==> src/rtl/pipe_hazard_ctrl_pkg.sv <==
// Shared definitions for the pipeline stall/flush scheduler.
// FSM state encodings and the register-address width default live here.
// Performance counters in pipe_hazard_ctrl are enabled by defining
// YSYX_25060170_PERF_CNT_EN at compile time.
package pipe_hazard_ctrl_pkg;

    localparam int REGADDR_W_DEF = 5;

    // Controller FSM states; encoding 2'd3 is illegal and recovers to RUN
    localparam logic [1:0] ST_RUN   = 2'd0;
    localparam logic [1:0] ST_DRAIN = 2'd1;
    localparam logic [1:0] ST_TRAP  = 2'd2;

endpackage

==> src/rtl/pipe_hazard_ctrl_lu_detect.sv <==
// Load-use hazard detector: EX holds a load whose destination is read by ID.
module hazard_lu_detect #(
    parameter int REGADDR_W = 5
) (
    input  logic                 ex_load_flag,
    input  logic                 ex_rd_ena,
    input  logic [REGADDR_W-1:0] ex_rd_addr,
    input  logic [REGADDR_W-1:0] id_rs1_addr,
    input  logic [REGADDR_W-1:0] id_rs2_addr,
    input  logic                 id_rs1_used,
    input  logic                 id_rs2_used,
    output logic                 load_use
);

    // x0 never carries a dependency, so it is excluded from the match
    always_comb begin
        load_use = ex_load_flag && ex_rd_ena && (ex_rd_addr != '0) &&
                   ((id_rs1_used && (id_rs1_addr == ex_rd_addr)) ||
                    (id_rs2_used && (id_rs2_addr == ex_rd_addr)));
    end

endmodule

==> src/rtl/pipe_hazard_ctrl.sv <==
// Central stall/flush scheduler for the IF/ID/EX/LS/WB pipeline.
// Fixed priority: trap > memory wait > multi-cycle EX > redirect >
// load-use / CSR drain. Outputs are combinational (zero-latency stalls).
// Define YSYX_25060170_PERF_CNT_EN to add saturating performance counters.
module pipe_hazard_ctrl
    import pipe_hazard_ctrl_pkg::*;
#(
    parameter int REGADDR_W      = REGADDR_W_DEF,
    parameter int TRAP_FLUSH_CYC = 2,
    parameter int PERF_W         = 32
) (
    input  logic                 clk,
    input  logic                 rst,
    input  logic                 id_valid,
    input  logic [REGADDR_W-1:0] id_rs1_addr,
    input  logic [REGADDR_W-1:0] id_rs2_addr,
    input  logic                 id_rs1_used,
    input  logic                 id_rs2_used,
    input  logic                 id_csr_ena,
    input  logic                 ex_load_flag,
    input  logic                 ex_rd_ena,
    input  logic [REGADDR_W-1:0] ex_rd_addr,
    input  logic                 ex_busy,
    input  logic                 ex_redirect,
    input  logic                 ls_busy,
    input  logic                 ls_trap,
    output logic                 pc_stall,
    output logic                 ifid_stall,
    output logic                 ifid_flush,
    output logic                 idex_stall,
    output logic                 idex_flush,
    output logic                 exls_stall,
    output logic                 exls_flush,
    output logic                 lswb_flush,
`ifdef YSYX_25060170_PERF_CNT_EN
    output logic [PERF_W-1:0]    perf_lu_cnt,
    output logic [PERF_W-1:0]    perf_mem_cnt,
    output logic [PERF_W-1:0]    perf_flush_cnt,
`endif
    output logic [1:0]           ctrl_state
);

    logic [1:0] state, state_nxt;
    logic [3:0] cnt, cnt_nxt;
    logic       ex_v, ls_v, wb_v;
    logic       load_use, csr_wait;
    logic       lu_cyc, mem_cyc, flush_cyc;

    hazard_lu_detect #(
        .REGADDR_W (REGADDR_W)
    ) u_lu (
        .ex_load_flag (ex_load_flag),
        .ex_rd_ena    (ex_rd_ena),
        .ex_rd_addr   (ex_rd_addr),
        .id_rs1_addr  (id_rs1_addr),
        .id_rs2_addr  (id_rs2_addr),
        .id_rs1_used  (id_rs1_used),
        .id_rs2_used  (id_rs2_used),
        .load_use     (load_use)
    );

    assign csr_wait   = id_valid && id_csr_ena && (ex_v || ls_v || wb_v);
    assign ctrl_state = rst ? ST_RUN : state;

    // Priority resolution of stall/flush controls and next FSM state
    always_comb begin
        pc_stall   = 1'b0;
        ifid_stall = 1'b0;
        ifid_flush = 1'b0;
        idex_stall = 1'b0;
        idex_flush = 1'b0;
        exls_stall = 1'b0;
        exls_flush = 1'b0;
        lswb_flush = 1'b0;
        lu_cyc     = 1'b0;
        mem_cyc    = 1'b0;
        flush_cyc  = 1'b0;
        cnt_nxt    = cnt;
        state_nxt  = (state == ST_DRAIN) ? ST_DRAIN : ST_RUN;
        if (rst) begin
            ifid_flush = 1'b1;
            idex_flush = 1'b1;
            exls_flush = 1'b1;
            lswb_flush = 1'b1;
            cnt_nxt    = '0;
            state_nxt  = ST_RUN;
        end else if ((state == ST_TRAP) || ls_trap) begin
            // cnt holds the TRAP cycles still to come after this one
            ifid_flush = 1'b1;
            idex_flush = 1'b1;
            exls_flush = 1'b1;
            flush_cyc  = 1'b1;
            if (ls_trap)
                cnt_nxt = 4'(TRAP_FLUSH_CYC - 1);
            else if (cnt != '0)
                cnt_nxt = cnt - 4'd1;
            state_nxt = (cnt_nxt != '0) ? ST_TRAP : ST_RUN;
        end else if (ls_busy) begin
            pc_stall   = 1'b1;
            ifid_stall = 1'b1;
            idex_stall = 1'b1;
            exls_stall = 1'b1;
            lswb_flush = 1'b1;
            mem_cyc    = 1'b1;
        end else if (ex_busy) begin
            pc_stall   = 1'b1;
            ifid_stall = 1'b1;
            idex_stall = 1'b1;
            exls_flush = 1'b1;
        end else if (ex_redirect) begin
            ifid_flush = 1'b1;
            idex_flush = 1'b1;
            flush_cyc  = 1'b1;
            state_nxt  = ST_RUN;
        end else if (load_use || csr_wait) begin
            pc_stall   = 1'b1;
            ifid_stall = 1'b1;
            idex_flush = 1'b1;
            lu_cyc     = load_use;
            state_nxt  = csr_wait ? ST_DRAIN : ST_RUN;
        end else begin
            state_nxt  = ST_RUN;
        end
    end

    // FSM, trap counter and back-end occupancy tracking
    always_ff @(posedge clk) begin
        if (rst) begin
            state <= ST_RUN;
            cnt   <= '0;
            ex_v  <= 1'b0;
            ls_v  <= 1'b0;
            wb_v  <= 1'b0;
        end else begin
            state <= state_nxt;
            cnt   <= cnt_nxt;
            if (!idex_stall)
                ex_v <= id_valid && !idex_flush;
            if (!exls_stall)
                ls_v <= ex_v && !exls_flush;
            wb_v <= ls_v && !lswb_flush;
        end
    end

`ifdef YSYX_25060170_PERF_CNT_EN
    // Saturating counters of load-use stall, memory stall and flush cycles
    always_ff @(posedge clk) begin
        if (rst) begin
            perf_lu_cnt    <= '0;
            perf_mem_cnt   <= '0;
            perf_flush_cnt <= '0;
        end else begin
            if (lu_cyc && (perf_lu_cnt != '1))
                perf_lu_cnt <= perf_lu_cnt + 1'b1;
            if (mem_cyc && (perf_mem_cnt != '1))
                perf_mem_cnt <= perf_mem_cnt + 1'b1;
            if (flush_cyc && (perf_flush_cnt != '1))
                perf_flush_cnt <= perf_flush_cnt + 1'b1;
        end
    end
`else
    logic perf_unused;
    assign perf_unused = lu_cyc ^ mem_cyc ^ flush_cyc ^ (PERF_W != 0);
`endif

endmodule

==> config.mk <==
export PLATFORM = sky130hd
export DESIGN_NAME = pipe_hazard_ctrl
export DESIGN_NICKNAME = d
export VERILOG_FILES = /design/src/rtl/pipe_hazard_ctrl_pkg.sv /design/src/rtl/pipe_hazard_ctrl_lu_detect.sv /design/src/rtl/pipe_hazard_ctrl.sv
export SDC_FILE = /design/constraint.sdc
export NUM_CORES = 1
export LEC_CHECK = 0
export ABC_AREA = 1
export CORE_MARGIN = 2
export CORE_UTILIZATION = 25
export CTS_CLUSTER_DIAMETER = 150
export DETAILED_ROUTE_END_ITERATION = 10
export SYNTH_ARGS = -nofsm -noshare
export SYNTH_HDL_FRONTEND = slang
export SYNTH_HIERARCHICAL = 1
export SYNTH_SLANG_ARGS = --single-unit
==> constraint.sdc <==
create_clock -name clk -period 4 [get_ports clk]
set_input_delay 1 -clock clk [delete_from_list [all_inputs] [get_ports clk]]
set_output_delay 1 -clock clk [all_outputs]
set_load 0.01 [all_outputs]
==> run_results.csv <==
group,metric,value,unit
worst_setup_path,rr_endpoint,"state[1]",
cts,htreeDepth,1,
worst_setup_path,startpoint,"ex_rd_addr[1]",
drt,wl,2010,µm
sta,skew,0.00224,ns
yosys,ys_seq_elements,9,
yosys,synth_area_leader_cell,"dfxtp_1",
sta,slew_headroom,83.3,%
global_routing,grt_max_degree,8,
cts,cts.path.max_buffers,2,
sta,rsz0062_at_grt,"no",
global_routing,antenna_found_initial,0,
worst_setup_path,start_kind,"primary input",
drt,drc,0,
floorplanning,io_pins,37,
sta,period_share,95.8,%
worst_setup_path,worstSetupEndpoint,"ifid_stall",
finish,drive_gt1_share,11.7,%
yosys,seq_area_frac_synth,22.9,%
global_routing,grt-ovfl-total,0,
yosys,syn_area,787,µm²
drt,vias,936,
worst_setup_path,worstPathRequired,3.00,ns
sta,setup_viol,0,
cts,cts_buffers,3,
sta,finalHoldViolations,0,
cts,clkTransAtPathRegs,0.06,ns
sta,min_period,3.83,ns
yosys,yosysWarnings,6,
finish,final_nets,208,
global_routing,track_usage,12.0,%
finish,mostFrequentLayoutCell,"nand2_1",
worst_setup_path,cp.arrival,2.83,ns
global_routing,grt_pass1_wl,3290,µm
pwr,powerDensity,256,nW/µm²
floorplanning,die_area,3610,µm²
drt,first_iter_violations,17,
sta,fin_hold_ws,0.472,ns
worst_setup_path,worst_setup_path_end_kind,"output port",
yosys,yosysUniqueCellTypes,22,
floorplanning,die_h,60.1,µm
sta,max_freq,261,MHz
worst_setup_path,crit-reg2reg-launch,"cnt[0]",
drt,vias_per_cell,4.20,
pwr,ir_drop,0.105,mV
cts,clock_sinks,9,
cts,root_buffer,"clkbuf_4",
floorplanning,rows,20,
drt,wl_per_cell,9.03,µm
placement,hpwl,1650,µm
worst_setup_path,r2r_setup_slack,2.68,ns
run,drv_cap,0,
placement,gp_congestion,0.787,
placement,io_buffers,36,
yosys,syn-instance-count,139,
global_routing,grt_pass1_vias,781,
cts,insertion_delay,0.27,ns
yosys,synth_area_leaders,"dfxtp_1 23%, nand2_1 21%, inv_1 11%",
finish,mostFrequentLayoutCells,"45 x nand2_1, 34 x clkdlybuf4s50_1, 23 x inv_1",
yosys,syn_area_per_cell,5.66,µm²
worst_setup_path,critPathKind,"primary input to output port",
sta,worstMarginPinSlew,0.248,ns
pwr,power.leakage,0.000602,µW
worst_hold_path,min_path_type,"register to register",
sta,slew_violations,0,
floorplanning,core_area,3030,µm²
worst_setup_path,cp_max_fo,4,
drt,drtPass1Iterations,4,
yosys,synth_top_area_share,22.9,%
sta,fin_setup_tns,0,ns
drt,ant_nets,0,
floorplanning,die_w,60.1,µm
floorplanning,start_util,26.0,%
finish,n_antenna_cell,0,
finish,area_growth,56.8,%
run_status,status,"completed",
worst_setup_path,r2r_cells,9,
cts,cts_tree,"yes",
yosys,synthesis.nets,167,
## area by class of cell
| type | count | area [µm²] |
|---|---|---|
| inverters | 30 | 113 |
| flip-flops and latches | 9 | 180 |
| repair buffers | 37 | 373 |
| well taps | 44 | 55.1 |
| multi-input cells | 99 | 487 |
| clock buffers | 4 | 26.3 |
| fillers | 321 | 1790 |
## worst min path at each step
stage | from | to | slack, ns | cells past startpoint
2_1_floorplan | ls_v | wb_v | 0.43 | 2
5_1_grt | ls_v | wb_v | 0.49 | 2
6_report | ls_v | wb_v | 0.47 | 2
3_5_place_dp | ls_v | wb_v | 0.47 | 2
4_1_cts | ls_v | wb_v | 0.48 | 2
3_3_place_gp | ls_v | wb_v | 0.45 | 2
## cell usage after synthesis, drive strengths merged
library cell   n
nand4          2
nor2          20
nor3           1
o21ai          5
buf            1
nand2         48
ha             1
dfxtp          9
a31oi          1
and2           1
a21oi          5
nand3         11
inv           30
o22ai          4
## stage by stage
stage	instances	util, %	cell area [µm²]	total power, µW	setup WS (ns)
after global placement	219	39.7	1200	241	0.140
after CTS	223	40.6	1230	318	0.137
after global routing	223	40.7	1230	339	0.0515
after floorplan	139	-	787	186	1.09
final	223	40.7	1230	316	0.170
after detailed placement	219	39.7	1200	243	0.145
## critical path, stage by stage
cell and delay [ns]:
clkdlybuf4s50_1 0.54, inv_2 0.05, nand2_1 0.05, nand2_1 0.04
nor2_1 0.11, nand3_1 0.09, a21oi_1 0.14, inv_1 0.06
a31oi_1 0.16, clkdlybuf4s50_1 0.58
## registers in the layout (all words and copies together), names as in the netlist
register / cells
cnt: 4
ex_v: 1
ls_v: 1
state: 2
wb_v: 1
## power breakdown
| part | internal (µW) | switching (µW) |
|---|---|---|
| logic | 67.8 | 70.4 |
| registers | 96.9 | 6.40 |
| clock network | 38.7 | 36.0 |
## cells by family (layout without fill, tap and decap cells)
group                      Yosys count  count (layout)  synth area share (%)
DFF                                  9               9                  22.9
and+or+nand+nor                     83              83                  48.5
AOI/OAI and AO/OA                   15              15                  11.8
buffers and inverters               31              71                  15.3
adders and majority gates            1               1                  1.59
## per-layer routing
metal / wire length, µm / GRT usage [%] / up-vias / share of wire, %
met5: 0 / 0 / - / 0
met4: 32 / 3.81 / 0 / 1.6
met3: 97 / 3.90 / 4 / 4.8
met2: 871 / 17.7 / 25 / 43
met1: 1010 / 16.5 / 400 / 50
li1: - / - / 507 / -
## what timing repair did
item	in CTS	in global routing
setup endpoints to repair	0	1
buffers inserted	0	0
gates resized for setup	0	2
hold buffers	0	0
endpoints found under the hold margin	0	0
(Power assumes the default switching activity.)
